File: src/rtl/dmem_port_arbiter_pkg.sv
// Shared types for the data-memory port arbiter: FSM state, grant owner, full-word byte select.
package dmem_port_arbiter_pkg;
   typedef enum logic {IDLE = 1'b0, BUSY = 1'b1} state_t;
   typedef enum logic {OWN_D = 1'b0, OWN_I = 1'b1} owner_t;
   localparam logic [3:0] SEL_FULL = 4'b1111;
endpackage

File: src/rtl/dmem_port_arbiter_if.sv
// Bus bundle for the arbiter: D and I requester ports plus the shared memory port.
interface dmem_port_arbiter_if #(
   parameter int unsigned ADDR_WIDTH = 32,
   parameter int unsigned DATA_WIDTH = 32
);
   logic                  i_d_req;
   logic                  i_d_wr_en;
   logic [3:0]            i_d_sel;
   logic [ADDR_WIDTH-1:0] i_d_addr;
   logic [DATA_WIDTH-1:0] i_d_wdata;
   logic [DATA_WIDTH-1:0] o_d_rdata;
   logic                  o_d_valid;
   logic                  i_i_req;
   logic [ADDR_WIDTH-1:0] i_i_addr;
   logic [DATA_WIDTH-1:0] o_i_rdata;
   logic                  o_i_valid;
   logic                  o_err;
   logic                  o_mem_req;
   logic                  o_mem_wr_en;
   logic [3:0]            o_mem_sel;
   logic [ADDR_WIDTH-1:0] o_mem_addr;
   logic [DATA_WIDTH-1:0] o_mem_wdata;
   logic [DATA_WIDTH-1:0] i_mem_rdata;
   logic                  i_mem_valid;

   modport slave (
      input  i_d_req, i_d_wr_en, i_d_sel, i_d_addr, i_d_wdata, i_i_req, i_i_addr,
      input  i_mem_rdata, i_mem_valid,
      output o_d_rdata, o_d_valid, o_i_rdata, o_i_valid, o_err,
      output o_mem_req, o_mem_wr_en, o_mem_sel, o_mem_addr, o_mem_wdata
   );

   modport master (
      output i_d_req, i_d_wr_en, i_d_sel, i_d_addr, i_d_wdata, i_i_req, i_i_addr,
      output i_mem_rdata, i_mem_valid,
      input  o_d_rdata, o_d_valid, o_i_rdata, o_i_valid, o_err,
      input  o_mem_req, o_mem_wr_en, o_mem_sel, o_mem_addr, o_mem_wdata
   );
endinterface

File: src/rtl/dmem_port_arbiter_timeout_cnt.sv
// arb_timeout_cnt: per-transaction BUSY-cycle counter; expire marks the TIMEOUT-th BUSY cycle.
module arb_timeout_cnt #(
   parameter int unsigned TIMEOUT = 16
) (
   input  logic clk,
   input  logic rst_n,
   input  logic clear,
   input  logic enable,
   output logic expire
);
   localparam int unsigned W = $clog2(TIMEOUT);
   localparam logic [W-1:0] LAST = W'(TIMEOUT - 1);

   logic [W-1:0] count;

   always_ff @(posedge clk or negedge rst_n) begin
      if (!rst_n)
         count <= '0;
      else if (clear)
         count <= '0;
      else if (enable)
         count <= count + W'(1);
   end

   assign expire = (count == LAST);
endmodule

File: src/rtl/dmem_port_arbiter.sv
// Shares one data-memory port between D (load/store) and I (fetch); D has fixed priority.
// Optional starvation guard for I is enabled by defining ARB_STARVE_GUARD_EN.
module dmem_port_arbiter
   import dmem_port_arbiter_pkg::*;
#(
   parameter int unsigned ADDR_WIDTH   = 32,
   parameter int unsigned DATA_WIDTH   = 32,
   parameter int unsigned TIMEOUT      = 16,
   parameter int unsigned STARVE_LIMIT = 4
) (
   input logic                clk,
   input logic                rst_n,
   dmem_port_arbiter_if.slave bus
);
`ifdef ARB_STARVE_GUARD_EN
   localparam logic GUARD_EN = 1'b1;
`else
   localparam logic GUARD_EN = 1'b0;
`endif
   localparam int unsigned SW = $clog2(STARVE_LIMIT + 1);

   state_t        state;
   owner_t        owner;
   logic [SW-1:0] starve;
   logic          busy, force_i, grant_d, grant_i, grant;
   logic          expire, timeout_hit, done;
   logic [DATA_WIDTH-1:0] rdata_out;

   assign busy        = (state == BUSY);
   assign force_i     = GUARD_EN && bus.i_i_req && (starve == SW'(STARVE_LIMIT));
   assign grant_d     = !busy && bus.i_d_req && !force_i;
   assign grant_i     = !busy && bus.i_i_req && (force_i || !bus.i_d_req);
   assign grant       = grant_d || grant_i;
   // Memory completion wins over a coincident timeout.
   assign timeout_hit = busy && expire && !bus.i_mem_valid;
   assign done        = busy && (bus.i_mem_valid || expire);

   arb_timeout_cnt #(.TIMEOUT(TIMEOUT)) u_timeout (
      .clk    (clk),
      .rst_n  (rst_n),
      .clear  (grant),
      .enable (busy),
      .expire (expire)
   );

   always_ff @(posedge clk or negedge rst_n) begin
      if (!rst_n)
         starve <= '0;
      else if (!bus.i_i_req || grant_i)
         starve <= '0;
      else if (grant_d)
         starve <= starve + SW'(1);
   end

   always_ff @(posedge clk or negedge rst_n) begin
      if (!rst_n) begin
         state           <= IDLE;
         owner           <= OWN_D;
         bus.o_mem_req   <= 1'b0;
         bus.o_mem_wr_en <= 1'b0;
         bus.o_mem_sel   <= '0;
         bus.o_mem_addr  <= '0;
         bus.o_mem_wdata <= '0;
      end else begin
         case (state)
            IDLE: begin
               if (grant) begin
                  state         <= BUSY;
                  bus.o_mem_req <= 1'b1;
                  if (grant_d) begin
                     owner           <= OWN_D;
                     bus.o_mem_wr_en <= bus.i_d_wr_en;
                     bus.o_mem_sel   <= bus.i_d_sel;
                     bus.o_mem_addr  <= bus.i_d_addr;
                     bus.o_mem_wdata <= bus.i_d_wr_en ? bus.i_d_wdata : '0;
                  end else begin
                     owner           <= OWN_I;
                     bus.o_mem_wr_en <= 1'b0;
                     bus.o_mem_sel   <= SEL_FULL;
                     bus.o_mem_addr  <= bus.i_i_addr;
                     bus.o_mem_wdata <= '0;
                  end
               end
            end
            BUSY: begin
               if (done) begin
                  state           <= IDLE;
                  bus.o_mem_req   <= 1'b0;
                  bus.o_mem_wr_en <= 1'b0;
                  bus.o_mem_sel   <= '0;
                  bus.o_mem_addr  <= '0;
                  bus.o_mem_wdata <= '0;
               end
            end
            default: state <= IDLE;
         endcase
      end
   end

   assign rdata_out     = timeout_hit ? '0 : bus.i_mem_rdata;
   assign bus.o_d_valid = done && (owner == OWN_D);
   assign bus.o_i_valid = done && (owner == OWN_I);
   assign bus.o_d_rdata = bus.o_d_valid ? rdata_out : '0;
   assign bus.o_i_rdata = bus.o_i_valid ? rdata_out : '0;
   assign bus.o_err     = timeout_hit;
endmodule

File: src/flat_wrapper.sv
// flat-port wrapper written by rule: the top's interface ports become plain ports
module dmem_port_arbiter_flat import dmem_port_arbiter_pkg::*;
#(
   parameter int unsigned ADDR_WIDTH   = 32,
   parameter int unsigned DATA_WIDTH   = 32,
   parameter int unsigned TIMEOUT      = 16,
   parameter int unsigned STARVE_LIMIT = 4
)
  (clk, rst_n, bus_i_d_req, bus_i_d_wr_en, bus_i_d_sel, bus_i_d_addr, bus_i_d_wdata, bus_i_i_req, bus_i_i_addr, bus_i_mem_rdata, bus_i_mem_valid, bus_o_d_rdata, bus_o_d_valid, bus_o_i_rdata, bus_o_i_valid, bus_o_err, bus_o_mem_req, bus_o_mem_wr_en, bus_o_mem_sel, bus_o_mem_addr, bus_o_mem_wdata);
  dmem_port_arbiter_if #(.ADDR_WIDTH(ADDR_WIDTH), .DATA_WIDTH(DATA_WIDTH)) bus_i ();
  input logic clk;
  input logic rst_n;
  input wire logic [$bits(bus_i.i_d_req)-1:0] bus_i_d_req;
  input wire logic [$bits(bus_i.i_d_wr_en)-1:0] bus_i_d_wr_en;
  input wire logic [$bits(bus_i.i_d_sel)-1:0] bus_i_d_sel;
  input wire logic [$bits(bus_i.i_d_addr)-1:0] bus_i_d_addr;
  input wire logic [$bits(bus_i.i_d_wdata)-1:0] bus_i_d_wdata;
  input wire logic [$bits(bus_i.i_i_req)-1:0] bus_i_i_req;
  input wire logic [$bits(bus_i.i_i_addr)-1:0] bus_i_i_addr;
  input wire logic [$bits(bus_i.i_mem_rdata)-1:0] bus_i_mem_rdata;
  input wire logic [$bits(bus_i.i_mem_valid)-1:0] bus_i_mem_valid;
  output wire logic [$bits(bus_i.o_d_rdata)-1:0] bus_o_d_rdata;
  output wire logic [$bits(bus_i.o_d_valid)-1:0] bus_o_d_valid;
  output wire logic [$bits(bus_i.o_i_rdata)-1:0] bus_o_i_rdata;
  output wire logic [$bits(bus_i.o_i_valid)-1:0] bus_o_i_valid;
  output wire logic [$bits(bus_i.o_err)-1:0] bus_o_err;
  output wire logic [$bits(bus_i.o_mem_req)-1:0] bus_o_mem_req;
  output wire logic [$bits(bus_i.o_mem_wr_en)-1:0] bus_o_mem_wr_en;
  output wire logic [$bits(bus_i.o_mem_sel)-1:0] bus_o_mem_sel;
  output wire logic [$bits(bus_i.o_mem_addr)-1:0] bus_o_mem_addr;
  output wire logic [$bits(bus_i.o_mem_wdata)-1:0] bus_o_mem_wdata;
  assign bus_i.i_d_req = bus_i_d_req;
  assign bus_i.i_d_wr_en = bus_i_d_wr_en;
  assign bus_i.i_d_sel = bus_i_d_sel;
  assign bus_i.i_d_addr = bus_i_d_addr;
  assign bus_i.i_d_wdata = bus_i_d_wdata;
  assign bus_i.i_i_req = bus_i_i_req;
  assign bus_i.i_i_addr = bus_i_i_addr;
  assign bus_i.i_mem_rdata = bus_i_mem_rdata;
  assign bus_i.i_mem_valid = bus_i_mem_valid;
  assign bus_o_d_rdata = bus_i.o_d_rdata;
  assign bus_o_d_valid = bus_i.o_d_valid;
  assign bus_o_i_rdata = bus_i.o_i_rdata;
  assign bus_o_i_valid = bus_i.o_i_valid;
  assign bus_o_err = bus_i.o_err;
  assign bus_o_mem_req = bus_i.o_mem_req;
  assign bus_o_mem_wr_en = bus_i.o_mem_wr_en;
  assign bus_o_mem_sel = bus_i.o_mem_sel;
  assign bus_o_mem_addr = bus_i.o_mem_addr;
  assign bus_o_mem_wdata = bus_i.o_mem_wdata;
  dmem_port_arbiter #(.ADDR_WIDTH(ADDR_WIDTH), .DATA_WIDTH(DATA_WIDTH), .TIMEOUT(TIMEOUT), .STARVE_LIMIT(STARVE_LIMIT)) u_core (.clk(clk), .rst_n(rst_n), .bus(bus_i));
endmodule
File: config.mk
export PLATFORM = sky130hd
export DESIGN_NAME = dmem_port_arbiter_flat
export DESIGN_NICKNAME = d
export VERILOG_FILES = /design/src/rtl/dmem_port_arbiter_pkg.sv /design/src/rtl/dmem_port_arbiter_if.sv /design/src/rtl/dmem_port_arbiter_timeout_cnt.sv /design/src/rtl/dmem_port_arbiter.sv /design/src/flat_wrapper.sv
export SDC_FILE = /design/constraint.sdc
export NUM_CORES = 1
export LEC_CHECK = 0
export BUFFER_PORTS_ARGS = -buffer_cell sky130_fd_sc_hd__buf_2
export CAP_MARGIN = 20
export CORE_AREA = 3 3 107 109
export CTS_BUF_LIST = sky130_fd_sc_hd__clkbuf_8
export DETAILED_ROUTE_END_ITERATION = 10
export DIE_AREA = 0 0 110 112
export PLACE_DENSITY = 0.7
export SLEW_MARGIN = 20
export SYNTH_ARGS = -nofsm -noshare
export SYNTH_HDL_FRONTEND = slang
export SYNTH_SLANG_ARGS = --single-unit
File: constraint.sdc
create_clock -name clk -period 3.3 [get_ports clk]
set_input_delay 0.33 -clock clk [delete_from_list [all_inputs] [get_ports clk]]
set_output_delay 0.33 -clock clk [all_outputs]
set_load 0.01 [all_outputs]
; ---- After elaboration in Yosys (flattened, before gate mapping)
; Cells that the tools add are included.
[totals]
reg_bits = 76
elab_cells = 57
[classes]
n_mux = 27
addsub = 1
n_reduce_logical = 16
n_eq_ne = 3
bitwise_logic = 2
[op_table]
columns = op, n
row1 = 32-bit two-way mux, 9
row2 = 32-bit case mux with 2 select lines, 2
row3 = 4-bit two-way mux, 5
row4 = 1-bit logical AND, 8
row5 = 4-bit case mux with 2 select lines, 1
row6 = 1-bit two-way mux, 7
row7 = 1-bit case mux with 2 select lines, 3
row8 = 4-bit by 1-bit adder with 4-bit output (second input constant), 1
row9 = 4-bit equality test (second input constant), 1
row10 = 2-bit AND reduction, 2
row11 = 1-bit logical NOT, 3
row12 = 1-bit logical OR, 2
row13 = 2-bit by 1-bit != test with 1-bit output (second input constant), 1
row14 = 2-bit != test (second input constant), 1
row15 = 1-bit NOT, 2
row16 = 2-bit nonzero test, 1

; ---- Logic depth before layout (Yosys ltp)
[depth]
depth_word = 6
ltp_mapped = 6

; ---- By module
; A second synthesis with hierarchy kept.
[hier_totals]
hier_cells = 309
area_unflattened_um2 = 3514.6
[modules_own_cells]
columns = mod, seq_area_each_um2, instances, area_per_inst_um2, cells_each
row1 = dmem_port_arbiter, 1801.7, 1, 3315.7, 292
row2 = arb_timeout_cnt, 100.1, 1, 198.9, 17

; ---- Worst setup path after synthesis
; No wires, ideal clock.
[synth_timing]
path_type = register to output
start = register u_core.u_timeout.count[0]
end = output bus_o_d_rdata[0]
t_arrival_ns = 1.433
t_required_ns = 2.970
path_slack_ns = 1.537
path_stages_with_launch = 7
path_cell_list = dfrtp_1 ha_1 and3_1 nand3b_1 buf_2 clkbuf_1 and3_1
[synth_between]
elab_chain_len = 5
[synth_lines]
columns = element, line
row1 = start: declaration, dmem_port_arbiter_timeout_cnt.sv:14  ; logic [W-1:0] count;
row2 = start signal: assignment, dmem_port_arbiter_timeout_cnt.sv:22  ; count <= count + W'(1);
row3 = 4-bit equality test *, dmem_port_arbiter_timeout_cnt.sv:25  ; assign expire = (count == LAST);
row4 = 1-bit logical AND or 1-bit logical OR (tied branches), "dmem_port_arbiter.sv:35, dmem_port_arbiter.sv:36"
row5 = 1-bit logical AND (on tied branches), "dmem_port_arbiter.sv:35, dmem_port_arbiter.sv:36"
row6 = 32-bit two-way mux or 1-bit logical AND (tied branches), "dmem_port_arbiter.sv:100, dmem_port_arbiter.sv:101"
row7 = 32-bit two-way mux *, dmem_port_arbiter.sv:103  ; assign bus.o_d_rdata = bus.o_d_valid ? rdata_out : '0;
row8 = end: declaration, flat_wrapper.sv:22  ; output wire logic [$bits(bus_i.o_d_rdata)-1:0] bus_o_d_rdata;
; Mark *: on every way between the ends. The rest lies on a longest branch, timed or not.

; ---- Worst setup path in the final report
[layout_timing]
start = register u_core.state (netlist: u_core.busy)
end = output bus_o_i_rdata[16]
[layout_between]
elab_chain_len = 4
[layout_lines]
columns = element, line
row1 = start: declaration, dmem_port_arbiter.sv:22  ; state_t state;
row2 = start signal: assignment, dmem_port_arbiter.sv:57  ; state <= IDLE;
row3 = start signal: assignment, dmem_port_arbiter.sv:68  ; state <= BUSY;
row4 = start signal: assignment, dmem_port_arbiter.sv:87  ; state <= IDLE;
row5 = 1-bit logical AND (2 in series), dmem_port_arbiter.sv:35  ; assign timeout_hit = busy && expire && !bus.i_mem_valid;
row6 = 32-bit two-way mux, dmem_port_arbiter.sv:100  ; assign rdata_out = timeout_hit ? '0 : bus.i_mem_rdata;
row7 = 32-bit two-way mux *, dmem_port_arbiter.sv:104  ; assign bus.o_i_rdata = bus.o_i_valid ? rdata_out : '0;
row8 = end: declaration, flat_wrapper.sv:24  ; output wire logic [$bits(bus_i.o_i_rdata)-1:0] bus_o_i_rdata;
; Marks and branches as above.

==> results.tsv <==
stage	metric	value	unit
clock_tree	clock_latency	340	ps
sta	hold_viol	0	
drt	drc	0	
drt	viasPerCell	4.92	
floorplanning	initial_utilization	0.346	
synth	yosysSeqAreaShare	0.514	
critical_path	reg2reg_depth	5	
outcome	outcome	finished, final reports clean	
sta	clock.fmax	0.391	GHz
critical_path	arrival	2230	ps
flow_run	drv_cap	0	
layout	diodes	0	
min_path	holdCritPathClass	input port to asynchronous set/reset pin	
sta	setup_tns	0	ps
synth	synth_cells	382	
critical_path	cp_common_cell	buf_4	
layout	fin_cells	779	
sta	relSlewSlack	0.387	
floorplanning	die_x	110	um
power_and_ir_drop	swShare	0.346	
clock_tree	cts-resized-gates	0	
sta	rsz0062_at_grt	no	
place	dp.cells	762	
synth	syn_avg_cell_area	9.70	sq um
clock_tree	tritoncts	yes	
layout	seqCellArea	0.00190	sq mm
floorplanning	io_pins	275	
critical_path	r2r-end	u_core.bus.o_mem_addr[20]	
power_and_ir_drop	power_leakage	0.00331	uW
critical_path	endpoint_kind	primary output	
critical_path	start_kind	register	
sta	fin_skew	13.8	ps
clock_tree	clk_pin_slew	90	ps
critical_path	crit_family	buffers and inverters	
sta	period_share	0.774	
synth	ys_types	28	
global_route	gr-usage-all-layers	0.180	
drt	drtIter0Drc	172	
drt	num_vias	3835	
synth	netlist_area	0.00370	sq mm
critical_path	worst-setup-path-type	register to primary output	
floorplanning	die_h	112	um
drt	detail_route.wl_per_cell	15.1	um
layout	layout_commonest_cell	buf_2	
power_and_ir_drop	peakVddDrop	0.247	mV
power_and_ir_drop	finalPower	3180	uW
place	port_buffers	274	
sta	fin_crit	2560	ps
floorplanning	coreArea	0.0107	sq mm
critical_path	crit_chain	inv_2 > buf_4 > nor3b_2 > buf_4 > and3_1 > buf_2	
critical_path	cp_slowest_cell	dfrtp_1	
sta	setup_viol	0	
clock_tree	post_cts_buffers	0	
clock_tree	cts_buffers	9	
power_and_ir_drop	power.internal	2080	uW
critical_path	slowest_delay	460	ps
critical_path	required	2970	ps
global_route	grt_pass1_wl	17.6	mm
clock_tree	h-tree-depth	3	
critical_path	r2r_setup_slack	1190	ps
clock_tree	ctsRootBufferMaster	clkbuf_8	
global_route	grt_pass1_vias	3488	
clock_tree	cts_buffer_depth	2	
layout	layout-drive-gt1-share	0.474	
sta	tightest_slew	920	ps
synth	ys_ff_latch	76	
sta	drv_slew	0	
global_route	grt_max_degree	77	
layout	final_cell_mix	buf_2, dfrtp_1, nand2_1	
layout	n_fill_cell	1015	
layout	final_net_count	773	
clock_tree	holdBufCountCts	0	
place	post-dp-hpwl	8.79	mm
sta	hold_slack	116	ps
synth	syn_nets	521	
drt	drtPass1Iterations	6	
global_route	grt-ovfl-total	0	
drt	routed_wl	11.8	mm
power_and_ir_drop	power.switching	1100	uW
drt	drtAntennaViolNets	0	
power_and_ir_drop	clock_power_share	0.254	
power_and_ir_drop	power_density	591	mW/mm^2
power_and_ir_drop	pwr-share-seq	0.404	
floorplanning	die_area	0.0123	sq mm
critical_path	cp_max_fo	33	
global_route	antenna_found_initial	0	
place	gp_congestion	0.850	
power_and_ir_drop	p_comb_frac	0.342	
floorplanning	rows	38	
layout	multiInputGateArea	0.00161	sq mm
critical_path	reg2reg_from	u_core.u_timeout.count[0]	
layout	syn_to_final_growth	45.2	%
critical_path	path_buf_inv	4	
clock_tree	cts.sink_count	76	
synth	yosysWarningCount	0	
==> registers in the layout, indices dropped and copies added, names as in the netlist <==
signal and count:
u_core.bus.o_mem_addr 32, u_core.bus.o_mem_wdata 32, u_core.bus.o_mem_sel 4, u_core.u_timeout.count 4, u_core.bus.o_mem_req 1, u_core.bus.o_mem_wr_en 1
u_core.busy 1, u_core.owner 1
==> final cells by class <==
class                   count  area share
clock buffers               9      0.0230
clock inverters             7      0.0195
inverters                   4     0.00279
multi-input cells         262       0.299
flip-flops and latches     76       0.354
well taps                 140      0.0326
repair buffers            281       0.269
==> worst reg2reg max path, stage by stage (launching register included) <==
cell and delay, ps:
dfrtp_1 420, ha_1 250, a31oi_2 280, o21a_2 620, buf_12 290, a22o_1 190
==> through the flow <==
stage | cell area [sq um] | util | setup WS, ps
2_1_floorplan | 3700 | - | 1540
3_5_place_dp | 5130 | 0.479 | 756
6_report | 5380 | 0.503 | 745
5_1_grt | 5380 | 0.503 | 621
3_3_place_gp | 5130 | 0.479 | 975
4_1_cts | 5360 | 0.501 | 355
==> synthesized netlist by cell type <==
cell type | n | share of area
inv_2 | 1 | 0.0010
nor2_1 | 1 | 0.0010
o21ai_0 | 39 | 0.053
a31oi_2 | 1 | 0.0034
a21o_1 | 1 | 0.0020
nor3b_2 | 1 | 0.0034
mux2i_1 | 1 | 0.0027
buf_4 | 6 | 0.012
o22ai_1 | 4 | 0.0068
o31ai_1 | 1 | 0.0020
o21bai_2 | 1 | 0.0030
inv_1 | 3 | 0.0030
a21oi_1 | 2 | 0.0027
xnor2_1 | 1 | 0.0024
buf_1 | 4 | 0.0041
and3_1 | 66 | 0.11
nand3b_1 | 1 | 0.0020
nand3_1 | 1 | 0.0014
nand2_1 | 72 | 0.073
ha_1 | 1 | 0.0034
a22o_1 | 64 | 0.15
buf_2 | 9 | 0.012
nor3_2 | 1 | 0.0027
and2_1 | 1 | 0.0017
clkbuf_1 | 21 | 0.021
nand4_1 | 1 | 0.0017
dfrtp_1 | 76 | 0.51
o21a_1 | 1 | 0.0020
==> metal layers <==
layer / share of wire / GRT usage
met5: 0 / 0
met1: 0.45 / 0.262
met3: 0.078 / 0.0336
met4: 0.0067 / 0.0432
met2: 0.47 / 0.275
==> power by group through the flow <==
stage,logic (uW),registers [uW],clock network [uW]
4_1_cts,1090,1280,834
5_1_grt,1190,1310,880
3_3_place_gp,1060,1290,0
3_5_place_dp,1090,1290,0
6_report,1090,1280,807
2_1_floorplan,527,1370,0
==> how the worst max path moves through the flow <==
stage,startpoint,endpoint,slack [ps],cells after the start
final,u_core.busy,bus_o_i_rdata[16],740,6
after detailed placement,u_core.busy,bus_o_d_rdata[18],760,4
after floorplan,u_core.u_timeout.count[0],bus_o_d_rdata[0],1540,6
after global placement,u_core.busy,bus_o_d_rdata[21],980,4
after global routing,u_core.busy,bus_o_i_rdata[16],620,6
after CTS,u_core.busy,bus_o_d_rdata[29],360,4
==> cell families (layout without fill, tap and decap cells) <==
group	after synthesis	in the layout	share of synthesized area
AOI/OAI and AO/OA	114	114	0.226
and+or+nand+nor	145	145	0.198
DFF	76	76	0.514
xor gates and xnor gates	1	1	0.00237
muxes	1	1	0.00270
buffers and inverters	44	301	0.0537
adders and majority gates	1	1	0.00338
Power figures use the tool's default switching activity.
